## config.mk

```make
export PLATFORM = sky130hd
export DESIGN_NAME = counter_add_arbiter_flat
export DESIGN_NICKNAME = d
export VERILOG_FILES = /design/src/rtl/counter_add_arbiter_if.sv /design/src/rtl/counter_add_arbiter.sv /design/src/flat_wrapper.sv
export SDC_FILE = /design/constraint.sdc
export NUM_CORES = 1
export LEC_CHECK = 0
export ABC_AREA = 1
export ABC_CLOCK_PERIOD_IN_PS = 5350
export CAP_MARGIN = 20
export CORE_MARGIN = 5
export CORE_UTILIZATION = 35
export CTS_BUF_LIST = sky130_fd_sc_hd__clkbuf_16
export DETAILED_ROUTE_END_ITERATION = 10
export DONT_BUFFER_PORTS = 1
export GPL_TIMING_DRIVEN = 1
export HOLD_SLACK_MARGIN = 0.05
export PLACE_DENSITY = 0.58
export SLEW_MARGIN = 20
export SYNTH_ARGS = -nofsm -noshare
export SYNTH_HDL_FRONTEND = slang
export SYNTH_SLANG_ARGS = --single-unit
export TNS_END_PERCENT = 50
```

## constraint.sdc

```tcl
create_clock -name clk -period 5.35 [get_ports clk]
set_clock_uncertainty 0.05 [all_clocks]
set_input_delay 0.8025 -clock clk [delete_from_list [all_inputs] [get_ports clk]]
set_output_delay 0.8025 -clock clk [all_outputs]
set_load 0.1 [all_outputs]
```

## src/rtl/counter_add_arbiter_if.sv

```systemverilog
// Requester-side bundle for the counter offset-add arbiter.
// The arbiter connects through the slave modport; the requester side uses master.
interface counter_add_arbiter_if #(
  parameter int unsigned NREQ  = 4,
  parameter int unsigned OFF_W = 8
);
  localparam int unsigned IDW = $clog2(NREQ);

  logic                  en;
  logic [NREQ-1:0]       req;
  logic [NREQ*OFF_W-1:0] offset;
  logic [NREQ-1:0]       ack;
  logic                  addStart;
  logic [OFF_W-1:0]      para;
  logic                  busy;
  logic [IDW-1:0]        grant_id;

  modport slave (
    input  en, req, offset,
    output ack, addStart, para, busy, grant_id
  );

  modport master (
    output en, req, offset,
    input  ack, addStart, para, busy, grant_id
  );
endinterface

```

## src/rtl/counter_add_arbiter.sv

```systemverilog
// Round-robin arbiter sharing the counter's addStart/para offset-add port,
// with a one-cycle add pulse followed by a programmable settle gap.
module counter_add_arbiter #(
  parameter int unsigned NREQ  = 4,
  parameter int unsigned OFF_W = 8,
  parameter int unsigned GAP   = 2
) (
  input  logic                  clk,
  input  logic                  reset,
  counter_add_arbiter_if.slave  bus
);
  localparam int unsigned IDW    = $clog2(NREQ);
  localparam logic [3:0]  GAP_LD = (GAP > 0) ? 4'(GAP - 1) : 4'd0;

  typedef enum logic [1:0] {IDLE, ISSUE, SETTLE} state_t;

  state_t            state, state_n;
  logic [3:0]        gap_cnt, gap_cnt_n;
  logic [OFF_W-1:0]  para_q, para_n;
  logic              add_q, add_n;
  logic [NREQ-1:0]   ack_q, ack_n;
  logic [IDW-1:0]    gid_q, gid_n;
  logic [IDW-1:0]    win, cand;
  logic              found;
  int unsigned       idx;

  // Scan from the requester after the last winner, wrapping modulo NREQ.
  always_comb begin
    found = 1'b0;
    win   = gid_q;
    cand  = '0;
    idx   = 0;
    for (int unsigned k = 1; k <= NREQ; k++) begin
      idx  = (32'(gid_q) + k) % NREQ;
      cand = IDW'(idx);
      if (!found && bus.req[cand]) begin
        found = 1'b1;
        win   = cand;
      end
    end
  end

  always_comb begin
    state_n   = state;
    gap_cnt_n = gap_cnt;
    para_n    = para_q;
    add_n     = 1'b0;
    ack_n     = '0;
    gid_n     = gid_q;
    case (state)
      IDLE: begin
        if (bus.en && found) begin
          para_n     = bus.offset[win*OFF_W +: OFF_W];
          add_n      = 1'b1;
          ack_n[win] = 1'b1;
          gid_n      = win;
          state_n    = ISSUE;
        end
      end
      ISSUE: begin
        if (GAP > 0) begin
          state_n   = SETTLE;
          gap_cnt_n = GAP_LD;
        end else begin
          state_n = IDLE;
        end
      end
      SETTLE: begin
        if (gap_cnt == 4'd0) state_n = IDLE;
        else                 gap_cnt_n = gap_cnt - 4'd1;
      end
      default: state_n = IDLE;
    endcase
  end

  always_ff @(posedge clk or negedge reset) begin
    if (!reset) begin
      state   <= IDLE;
      gap_cnt <= '0;
      para_q  <= '0;
      add_q   <= 1'b0;
      ack_q   <= '0;
      gid_q   <= IDW'(NREQ - 1);
    end else begin
      state   <= state_n;
      gap_cnt <= gap_cnt_n;
      para_q  <= para_n;
      add_q   <= add_n;
      ack_q   <= ack_n;
      gid_q   <= gid_n;
    end
  end

  assign bus.addStart = add_q;
  assign bus.ack      = ack_q;
  assign bus.para     = para_q;
  assign bus.grant_id = gid_q;
  assign bus.busy     = (state != IDLE);
endmodule
```

## src/flat_wrapper.sv

```systemverilog
// flat-port wrapper written by rule: the top's interface ports become plain ports
module counter_add_arbiter_flat 
#(
  parameter int unsigned NREQ  = 4,
  parameter int unsigned OFF_W = 8,
  parameter int unsigned GAP   = 2
)
  (clk, reset, bus_en, bus_req, bus_offset, bus_ack, bus_addStart, bus_para, bus_busy, bus_grant_id);
  counter_add_arbiter_if #(.NREQ(NREQ), .OFF_W(OFF_W)) bus_i ();
  input  logic clk;
  input  logic reset;
  input wire logic [$bits(bus_i.en)-1:0] bus_en;
  input wire logic [$bits(bus_i.req)-1:0] bus_req;
  input wire logic [$bits(bus_i.offset)-1:0] bus_offset;
  output wire logic [$bits(bus_i.ack)-1:0] bus_ack;
  output wire logic [$bits(bus_i.addStart)-1:0] bus_addStart;
  output wire logic [$bits(bus_i.para)-1:0] bus_para;
  output wire logic [$bits(bus_i.busy)-1:0] bus_busy;
  output wire logic [$bits(bus_i.grant_id)-1:0] bus_grant_id;
  assign bus_i.en = bus_en;
  assign bus_i.req = bus_req;
  assign bus_i.offset = bus_offset;
  assign bus_ack = bus_i.ack;
  assign bus_addStart = bus_i.addStart;
  assign bus_para = bus_i.para;
  assign bus_busy = bus_i.busy;
  assign bus_grant_id = bus_i.grant_id;
  counter_add_arbiter #(.NREQ(NREQ), .OFF_W(OFF_W), .GAP(GAP)) u_core (.clk(clk), .reset(reset), .bus(bus_i));
endmodule
```

## After elaboration in Yosys (flattened, before gate mapping)

Cells that the tools add are included.

| operators by class | value |
|---|---|
| add/sub/neg operators | 5 |
| $lt $le $gt $ge | 6 |
| eq/ne operators | 5 |
| shift-type cells | 1 |
| muxes and demuxes | 27 |
| reductions and logical operators | 15 |

Operators by type and width:

| operator | number |
|---|---|
| indexed part select 32 x 6 -> 8 bit | 1 |
| less-than comparator 2 x 3 -> 1 bit, second input constant | 5 |
| two-way mux 2 bit | 6 |
| two-way mux 4 bit | 3 |
| two-way mux 1 bit | 11 |
| binary-select mux 1 bit (select 2 bit) | 4 |
| one-hot mux 4 bit (2 select lines) | 1 |
| one-hot mux 2 bit (3 select lines) | 1 |
| AND reduction 2 bit | 3 |
| logical AND 1 bit | 5 |
| adder 2 x 1 -> 2 bit, second input constant | 2 |
| adder 2 bit, second input constant | 2 |
| logical NOT 4 bit | 1 |
| != test 2 x 1 -> 1 bit, second input constant | 2 |
| nonzero test 2 bit | 2 |
| subtractor 4 x 1 -> 4 bit, second input constant | 1 |
| logical NOT 1 bit | 3 |
| demux 1 bit (select 2 bit) | 1 |
| == test 2 x 1 -> 1 bit, second input constant | 1 |
| == test 2 bit, second input constant | 1 |
| greater-or-equal comparator 2 x 1 -> 1 bit, second input constant | 1 |
| logical NOT 2 bit | 1 |
| != test 2 bit, second input constant | 1 |

| word-level totals | value |
|---|---|
| bits in registers | 21 |
| input port bits | 39 |
| output and inout bits | 16 |
| logic and storage cells | 65 |

## Longest topological paths before layout

Gate-level depths: netlist of the first run.

| depth | value |
|---|---|
| depth in word-level cells | 19 |
| depth in mapped cells | 15 |
| mapped depth without buffers | 13 |

## Worst setup path after synthesis of the first run

No wires, ideal clock.

| path | value |
|---|---|
| path kind | register -> register |
| from | register u_core.gid_q[0] (netlist: u_core.bus.grant_id[0]) |
| to | register u_core.para_q[0] (netlist: u_core.bus.para[0]) |
| library setup time | 0.120 ns |
| arrival | 2.050 ns |
| required time | 5.180 ns |
| setup slack | 3.131 ns |
| cell stages (with the launch flop) | 16 |
| path buffers | 2 |
| clock period less this slack | 2.219 ns |
| path through | dfstp_2 buf_6 inv_6 nand2_1 nand2_1 nand2_1 nand2_2 nand2_4 nand2_4 nand2_4 nand2_4 buf_8 nand2_2 nand3_2 nand3_1 nand2_1 |

| on the way | value |
|---|---|
| word-level cells in the longest chain between the ends | 15 |
| elaborated cells on any way between the ends | 29 |
| those cells by class | add/sub (4); shift (1); mux (16); reduce/logical (8) |

RTL lines:

| what | line | RTL |
|---|---|---|
| start, declared | counter_add_arbiter.sv:22 | `logic [IDW-1:0] gid_q, gid_n;` |
| start signal, assigned | counter_add_arbiter.sv:83 | `gid_q <= IDW'(NREQ - 1);` |
| start signal, assigned | counter_add_arbiter.sv:90 | `gid_q <= gid_n;` |
| parallel branches: the longest is 15 deep, another holds adder 2 x 1 -> 2 bit | -- |  |
| end signal, assigned | counter_add_arbiter.sv:87 | `para_q <= para_n;` |
| end, declared | counter_add_arbiter.sv:19 | `logic [OFF_W-1:0] para_q, para_n;` |

Several ways; the timed one is not identified. The select of a mux whose other input is x is not followed.
A chain may end at the register's enable or synchronous reset.

## Worst setup path in the final report of the first run

| path | value |
|---|---|
| from | register u_core.gid_q[0] (netlist: u_core.bus.grant_id[0]) |
| to | register u_core.ack_q[1] (netlist: u_core.bus.ack[1]) |

| on the way | value |
|---|---|
| word-level cells in the longest chain between the ends | 19 |
| elaborated cells on any way between the ends | 34 |
| those cells by class | add/sub (4); order compare (2); mux (20); reduce/logical (8) |

RTL lines:

| what | line | RTL |
|---|---|---|
| adder 2 x 1 -> 2 bit | counter_add_arbiter.sv:34 | `idx = (32'(gid_q) + k) % NREQ;` |
| binary-select mux 1 bit (select 2 bit) | counter_add_arbiter.sv:36 | `if (!found && bus.req[cand]) begin` |
| two-way mux 1 bit (implied by the code) | counter_add_arbiter.sv:36 |  |
| two-way mux 1 bit | counter_add_arbiter.sv:36 |  |
| logical NOT 1 bit | counter_add_arbiter.sv:36 |  |
| logical AND 1 bit | counter_add_arbiter.sv:36 |  |
| two-way mux 1 bit | counter_add_arbiter.sv:36 |  |
| logical NOT 1 bit | counter_add_arbiter.sv:36 |  |
| [4 not listed] | -- |  |
| two-way mux 2 bit | counter_add_arbiter.sv:36 |  |
| less-than comparator 2 x 3 -> 1 bit (implied by the code) or greater-or-equal comparator 2 x 1 -> 1 bit (tied branches) | counter_add_arbiter.sv:55 | `ack_n[win] = 1'b1;` |
| logical AND 1 bit (implied by the code) | counter_add_arbiter.sv:55 |  |
| two-way mux 1 bit (implied by the code) | counter_add_arbiter.sv:55 |  |
| demux 1 bit (select 2 bit) | -- |  |
| two-way mux 4 bit * | counter_add_arbiter.sv:52 | `if (bus.en && found) begin` |
| two-way mux 4 bit * | counter_add_arbiter.sv:50 | `case (state)` |
| via u_core.ack_n[1] | counter_add_arbiter.sv:21 | `logic [NREQ-1:0] ack_q, ack_n;` |
| end signal, assigned | counter_add_arbiter.sv:89 | `ack_q <= ack_n;` |
| end, declared | counter_add_arbiter.sv:21 |  |

Mark *: on every way through the listed nets, which the timed path passes. The rest lies on a longest branch. The select of a mux whose other input is x is not followed.

==> impl.org, run 1 <==
** Clock network
- After clock tree synthesis, the clock-pin slew on the worst setup and hold paths is 0.06 ns.
- Number of buffers created by CTS :: 3
- CTS H-tree depth :: 1
- Cell at the root of the clock tree :: sky130_fd_sc_hd__clkbuf_16
- In this run, post-CTS repair resized a total of 0 instances.
- TritonCTS clock tree :: built
- In this run, post-CTS hold repair placed 0 buffers.
- Clock latency on the worst-skew pair :: 0.25 ns
- Number of sinks on the clock net :: 21
- No sink is reached through more buffers than the 2 on the longest clock path.
- In this run the post-CTS setup repair buffer count came out at 0.

** STA
- Worst slew pin tran :: 0.9190 ns
- Post-route setup TNS :: 0 ns
- Setup violations remaining at the end of the flow were counted as 0.
- Upper clock frequency limit :: 389.7 MHz
- RSZ-0062 raised after global routing :: false
- The hold violation total from the final report was 0.
- Period minus WS final :: 2.566 ns
- The final max-slew violation count was 0.
- The worst pin sits at a relative slew slack of 38.73%.
- Fin crit share :: 47.96%

** Status
- Result of the run :: complete, no violations

** Synth
- After synthesis the netlist holds a flip-flop and latch count of 21.
- Of the synthesized area, sequential elements account for 36.70%.
- Synthesized area per cell :: 7.736 sq um
- Share of flip-flops with an asynchronous set or reset after synthesis :: 100.0%
- Synthesized cell area :: 1439 sq um
- In the synthesized netlist the dominant register cell turns out to be sky130_fd_sc_hd__dfrtp_1.
- Count of mapped cells out of synthesis :: 186
- Count of flip-flops with a built-in enable after synthesis :: 0
- Syn_nets :: 226
- Synth warn :: 0
- Synthesis instantiated 26 different standard cells from the library.

** Worst setup path
- The worst setup path is launched from a register.
- Of all nets on the critical path, the largest fanout is 13.
- Required time of the critical path :: 5.43 ns
- Endpoint type of the worst setup path :: register
- Worst endpoint data arrival time :: 2.64 ns
- Critical path type :: reg2reg

** Die
- Effective utilization at floorplan :: 35.97%
- Core outline area :: 4000 sq um
- Overall die area :: 5493 sq um
- The floorplan step set the die height to 74.12 microns.
- The die is 74.12 microns wide.
- Number of top-level design ports :: 55
- Number of core rows :: 23

** Detailed routing
- Number of detailed-route iterations in the first pass :: 4
- In the final routed layout, each cell accounts on average for 15.03 microns.
- Vias per cell :: 5.128
- The count of nets left with antenna violations once routing finished came out at 0.
- Total via count after detailed routing :: 1205
- WL final :: 3.533 mm
- The first routing iteration left 48 violations.
- Number of remaining DRC errors :: 0

** Worst hold path
- In this run the worst hold path is classified as in2async.

** Cells and area
- The repair_antennas step left the layout with diodes totalling 0.
- Final Net Count :: 226
- Area growth from synthesis to final layout :: 6.174%
- Share of final-layout standard cells stronger than drive strength 1 :: 23.78%
- The filler cells instantiated in the layout total 432.
- Area of the multi-input gates :: 797.0 sq um
- Flip-flop and latch area :: 528.0 sq um

** Place
- At the end of routability-driven placement, the weighted congestion stood at 0.7727.
- In this run the tool buffered the top-level ports with 0 buffer cells.
- After legalization and detailed placement, the total HPWL measured 2.712 mm.

** Global routing
- For this run, the total global-route usage over all layers was measured as 14.19%.
- Pin count of the biggest net entering global routing :: 22
- Wire length of the first global-routing pass :: 5.975 mm
- Number of global-route vias before repair :: 1232
- After global routing the overflow that remains totals 0.
- The initial antenna violation count came to 0.

** Job
- Maximum Capacitance Violations :: 0
## layer usage
metal | vias up | part of all wire, % | global-route usage, %
li1 | 615 | - | -
met1 | 553 | 44 | 19.45
met2 | 33 | 49 | 22.34
met3 | 4 | 6.5 | 4.054
met4 | 0 | 0.65 | 3.018
met5 | - | 0 | 0
## state kept, by name, indices dropped and copies added, names as in the netlist
| signal | cells |
|---|---|
| u_core.bus.ack | 4 |
| u_core.bus.addStart | 1 |
| u_core.bus.grant_id | 2 |
| u_core.bus.para | 8 |
| u_core.gap_cnt | 4 |
| u_core.state | 2 |
## layout by cell type, fill, tap and decap left out
master | Yosys | layout
sky130_fd_sc_hd__dfstp_2 | 2 | 2
sky130_fd_sc_hd__xor2_1 | 1 | 1
sky130_fd_sc_hd__and3_1 | 1 | 1
sky130_fd_sc_hd__nand3_1 | 40 | 40
sky130_fd_sc_hd__inv_6 | 1 | 1
sky130_fd_sc_hd__ha_1 | 1 | 1
sky130_fd_sc_hd__o21ai_0 | 2 | 2
sky130_fd_sc_hd__o21ai_1 | 3 | 3
sky130_fd_sc_hd__nand2_4 | 5 | 5
sky130_fd_sc_hd__nand2_1 | 52 | 52
sky130_fd_sc_hd__nand3_2 | 9 | 9
sky130_fd_sc_hd__xnor2_1 | 1 | 1
sky130_fd_sc_hd__clkinv_2 | 0 | 1
sky130_fd_sc_hd__a21o_1 | 1 | 1
sky130_fd_sc_hd__nand3_4 | 1 | 1
sky130_fd_sc_hd__inv_4 | 1 | 1
sky130_fd_sc_hd__nor3_2 | 1 | 1
sky130_fd_sc_hd__inv_1 | 9 | 9
sky130_fd_sc_hd__clkbuf_16 | 0 | 3
sky130_fd_sc_hd__inv_2 | 3 | 3
sky130_fd_sc_hd__a21oi_1 | 3 | 3
sky130_fd_sc_hd__nand2_2 | 17 | 17
sky130_fd_sc_hd__nor2_1 | 5 | 5
sky130_fd_sc_hd__o22ai_1 | 3 | 3
sky130_fd_sc_hd__dfrtp_1 | 19 | 19
## critical path, stage by stage (launching register included)
cell	delay, ns
sky130_fd_sc_hd__dfstp_2	1.03
sky130_fd_sc_hd__inv_6	0.11
sky130_fd_sc_hd__nand2_1	0.11
sky130_fd_sc_hd__nand3_1	0.08
sky130_fd_sc_hd__nand2_2	0.17
sky130_fd_sc_hd__nand2_1	0.07
sky130_fd_sc_hd__a21o_1	0.15
sky130_fd_sc_hd__nand2_1	0.06
sky130_fd_sc_hd__inv_1	0.04
sky130_fd_sc_hd__nand2_2	0.19
sky130_fd_sc_hd__inv_2	0.17
sky130_fd_sc_hd__nand2_1	0.13
sky130_fd_sc_hd__nor2_1	0.05
## path summary, 6_finish.rpt
kind                                        start                     end  cells past startpoint  slack (ns)
max reg2reg                u_core.bus.grant_id[0]       u_core.bus.ack[1]                     12        2.78
max in group asynchronous                   reset  u_core.bus.grant_id[1]                      0        4.89
min                                         reset     u_core.bus.addStart                      0        0.19
max                        u_core.bus.grant_id[0]       u_core.bus.ack[1]                     12        2.78
min in group clk                u_core.gap_cnt[1]       u_core.gap_cnt[1]                      2        0.50
min reg2reg                     u_core.gap_cnt[1]       u_core.gap_cnt[1]                      2        0.50
## cell families after synthesis
kind of cell / Yosys count / synth area share [%]
AND/OR/NAND/NOR: 131 / 48.70
flip-flops: 21 / 36.70
buffers and inverters: 19 / 7.912
AO/OA/AOI/OAI: 12 / 4.608
XOR/XNOR: 2 / 1.218
adder cells (fa/ha/maj): 1 / 0.8694
## cell usage after synthesis, types with 2 or more instances
cell type | number | area share, %
sky130_fd_sc_hd__nand2_1 | 52 | 14
sky130_fd_sc_hd__nand2_4 | 5 | 3.9
sky130_fd_sc_hd__dfrtp_1 | 19 | 33
sky130_fd_sc_hd__a21oi_1 | 3 | 1.0
sky130_fd_sc_hd__nand2_2 | 17 | 7.4
sky130_fd_sc_hd__inv_1 | 9 | 2.3
sky130_fd_sc_hd__o21ai_1 | 3 | 1.0
sky130_fd_sc_hd__o21ai_0 | 2 | 0.70
sky130_fd_sc_hd__nand3_2 | 9 | 6.3
sky130_fd_sc_hd__inv_2 | 3 | 0.78
sky130_fd_sc_hd__buf_6 | 3 | 2.3
sky130_fd_sc_hd__dfstp_2 | 2 | 3.7
sky130_fd_sc_hd__o22ai_1 | 3 | 1.3
sky130_fd_sc_hd__nor2_1 | 5 | 1.3
sky130_fd_sc_hd__nand3_1 | 40 | 14
## per-stage QoR
step / instance area (sq um) / std cells / util (%) / setup WS, ns / hold slack (ns)
2_1_floorplan: 1439 / 186 / - / 3.131 / 0.4528
3_3_place_gp: 1448 / 231 / 36.19 / 2.720 / 0.4575
3_5_place_dp: 1448 / 231 / 36.19 / 2.773 / 0.4575
4_1_cts: 1528 / 235 / 38.19 / 2.755 / 0.1827
5_1_grt: 1528 / 235 / 38.19 / 2.521 / 0.1748
6_report: 1528 / 235 / 38.19 / 2.784 / 0.1901
## area by class of cell
cell class | count | area share [%]
Sequential cell | 21 | 34.56
Clock buffer | 3 | 4.914
Clock inverter | 1 | 0.3276
Tap cell | 50 | 4.095
Inverter | 14 | 3.931
Multi-Input combinational cell | 146 | 52.17
Power of run 1 is not shown: default switching activity piles up to over one toggle a cycle in this logic, so the estimate is an artifact.
==> run 2: changes to the inputs <==
Settings changed: ABC_CLOCK_PERIOD_IN_PS 5350 to 2470.
Clock period 5.35 ns to 2.47 ns, I/O delays scaled along.
==> run 2 against run 1 <==
  * Count of clock-buffer cells in the layout stayed put
  * Maximum frequency is 24% higher
  * Routed wire length is 0.85% higher
  * Register-to-register slack worse by 2.4 ns
  * Core utilization is 1.3 points higher
  * Sequential share of layout area is 1.1 points lower
  * Cell area is 3.3% higher
  * First-iteration DRC count is 8.3% lower
  * Final cell count is 3.0% higher
  * Sequential cell count stayed put
  * Die area stayed put
  * Non-clock buffer count is 7 higher
==> impl.org, run 2 (synthesis gave the netlist of run 1 again) <==
** Status
- Result of the run :: complete, no violations

** STA
- The post-route fraction of the period consumed by the critical path came to 84.04% (+36 points).
- The normalized max-slew margin was 39.40% (+0.66 points).
- Worst slew pin tran :: 0.9090 ns (-0.009964 ns)
- Upper clock frequency limit :: 481.7 MHz (+24%)
- Fin. Hold Viols :: 0 (unchanged)
- Post-route setup TNS :: 0 ns (unchanged)
- The final critical delay including setup and external delays is 2.076 ns (-0.4902 ns).
- The final count of negative-setup-slack endpoints came to 0 (unchanged).
- RSZ-0062 raised after global routing :: false
- Pins Over Slew Limit :: 0 (unchanged)

** Worst setup path
- Crit-path cells :: inv_6, nand2_1, nand2_1, nand2_1, nand2_2, inv_4, nand3_2, inv_2, nand2_1, nand2_2, nand3_1, nand3_1, nand2_1
- STA classifies the critical path startpoint as a register.
- Critical path type :: reg2reg
- Count of buffering cells on the critical path with inverters included :: 3 (unchanged)
- Cell at the slowest stage of the critical path :: sky130_fd_sc_hd__dfstp_2
- Worst reg2reg endpoint :: u_core.bus.para[7]
- Stage delay of the slowest cell on the critical path :: 0.70 ns (-0.33 ns)
- Endpoint type of the worst setup path :: register
- The kind of cell with the highest combined delay along the critical path is simple AND/OR/NAND/NOR gates.
- The largest fanout of any net on the critical path is 11 (-2).
- Setup slack of the worst register-to-register path :: 0.39 ns (-2.39 ns)
- Critical register-to-register path startpoint :: u_core.bus.grant_id[0]
- The cell that appears most often on the critical path is sky130_fd_sc_hd__nand2_1.
- The required arrival time at the worst endpoint was 2.56 ns (-2.87 ns).
- Worst endpoint data arrival time :: 2.17 ns (-0.47 ns)
- Register-to-Register Path Depth :: 13 (+1)

** Die
- Overall die area :: 5493 sq um (unchanged)
- Effective utilization at floorplan :: 35.97% (unchanged)
- Number of core rows :: 23 (unchanged)
- Core outline area :: 4000 sq um (unchanged)
- The y dimension of the die is 74.12 microns (unchanged).
- Number of top-level design ports :: 55 (unchanged)
- The width of the die is 74.12 microns (unchanged).

** Cells and area
- Leaving out fill and tap cells, the most frequent cell in the layout is sky130_fd_sc_hd__nand2_1.
- The number of inserted diodes was 0 (unchanged).
- The post-route cell area is 1578 sq um (+3.3%).
- Share of final-layout standard cells stronger than drive strength 1 :: 26.56% (+2.8 points)
- Area of the multi-input gates :: 797.0 sq um (unchanged)
- Area growth from synthesis to final layout :: 9.652%
- In the layout the commonest cells are sky130_fd_sc_hd__nand2_1 (52), sky130_fd_sc_hd__nand3_1 (40), sky130_fd_sc_hd__dfrtp_1 (19).
- The filler cell count in the final layout is 427 (-1.2%).
- Max reg flops :: 8 (unchanged)
- The flip-flop and latch area is 528.0 sq um (unchanged).
- The layout net count is 233 (+3.1%).

** Clock network
- Maximum count of clock buffers along a single path :: 2 (unchanged)
- The TritonCTS sink count came to 21 (unchanged).
- The total clock buffers created by CTS is 3 (unchanged).
- Clock transition time at the flip-flop clock pins of the worst setup and hold paths :: 0.06 ns (about the same)
- The setup fix buffers added after clock tree synthesis is 0 (unchanged).
- TritonCTS clock tree :: built
- The number of hold-repair buffers added at the cts stage is 1 (+1).
- Clock latency on the worst-skew pair :: 0.25 ns (about the same)
- The root buffer cell chosen for the clock tree is sky130_fd_sc_hd__clkbuf_16.
- The number of resized instances in the post-cts repair step was 0 (unchanged).
- CTS H-tree depth :: 1 (unchanged)

** Place
- Gp weighted congestion :: 0.7710 (-0.22%)
- The estimated wirelength of the detail-placed design is 2.734 mm (+0.80%).
- The post-place instance area came to 1493 sq um (+3.1%).
- Port Buffers :: 0 (unchanged)

** Global routing
- The initial antenna violation count came to 0 (unchanged).
- Number of global-route vias before repair :: 1208 (-1.9%)
- Wire length of the first global-routing pass :: 5.706 mm (-4.5%)
- Pin count of the biggest net entering global routing :: 22 (unchanged)
- The total routing resource utilization after global routing is 13.55% (-0.64 points).
- Global-route congestion overflow total :: 0 (unchanged)

** Detailed routing
- Number of remaining DRC errors :: 0 (unchanged)
- The detailed-route vias per instance came to 5.091 (-0.72%).
- WL final :: 3.563 mm (+0.85%)
- The post-detailed-route wirelength per cell was 14.72 microns (-2.1%).
- Total via count after detailed routing :: 1232 (+2.2%)
- The number of nets still failing antenna checks after routing came to 0 (unchanged).
- The number of DRC markers after the initial detailed-route iteration was 44 (-8.3%).
- The number of iterations in the first detailed-routing pass came to 4 (unchanged).

** Job
- Maximum Capacitance Violations :: 0 (unchanged)

** Worst hold path
- Worst min-delay path class :: in2async
run 2: cell count changes in the layout (fill, tap and decap cells not counted):
cell | before | now
sky130_fd_sc_hd__buf_2 | 0 | 1
sky130_fd_sc_hd__buf_4 | 0 | 6
run 2: worst max path at each step:
stage	endpoint	slack, ns	depth (start not counted)	startpoint
2_1_floorplan	u_core.bus.para[0]	0.25	15	u_core.bus.grant_id[0]
3_3_place_gp	u_core.bus.para[7]	0.44	13	u_core.bus.grant_id[0]
3_5_place_dp	u_core.bus.para[7]	0.41	13	u_core.bus.grant_id[0]
4_1_cts	u_core.bus.para[7]	0.40	13	u_core.bus.grant_id[0]
5_1_grt	u_core.bus.para[7]	0.21	13	u_core.bus.grant_id[0]
6_report	u_core.bus.para[7]	0.39	13	u_core.bus.grant_id[0]
run 2: layout make-up:
class | count | share of cell area [%]
Inverter | 14 | 3.807
Timing Repair Buffer | 7 | 3.172
Sequential cell | 21 | 33.47
Clock inverter | 1 | 0.3172
Clock buffer | 3 | 4.758
Multi-Input combinational cell | 146 | 50.52
Tap cell | 50 | 3.965
run 2: per-stage QoR:
| stage | cells | hold slack, ns | setup slack (ns) | util [%] |
|---|---|---|---|---|
| 5_1_grt | 242 | 0.06882 | 0.2129 | 39.44 |
| 3_3_place_gp | 237 | 0.02562 | 0.4406 | 37.32 |
| 2_1_floorplan | 186 | 0.02491 | 0.2505 | - |
| 4_1_cts | 242 | 0.2985 | 0.4008 | 39.57 |
| 6_report | 242 | 0.01936 | 0.3942 | 39.44 |
| 3_5_place_dp | 237 | 0.02548 | 0.4065 | 37.32 |
run 2: routing by layer:
metal | vias up | routed length (microns) | global-route usage (%)
met5 | - | 0 | 0
li1 | 628 | - | -
met1 | 557 | 1556 | 18.27
met4 | 0 | 61 | 2.817
met3 | 8 | 226 | 5.000
met2 | 39 | 1718 | 20.87
Power of run 2 is left out for the same reason.
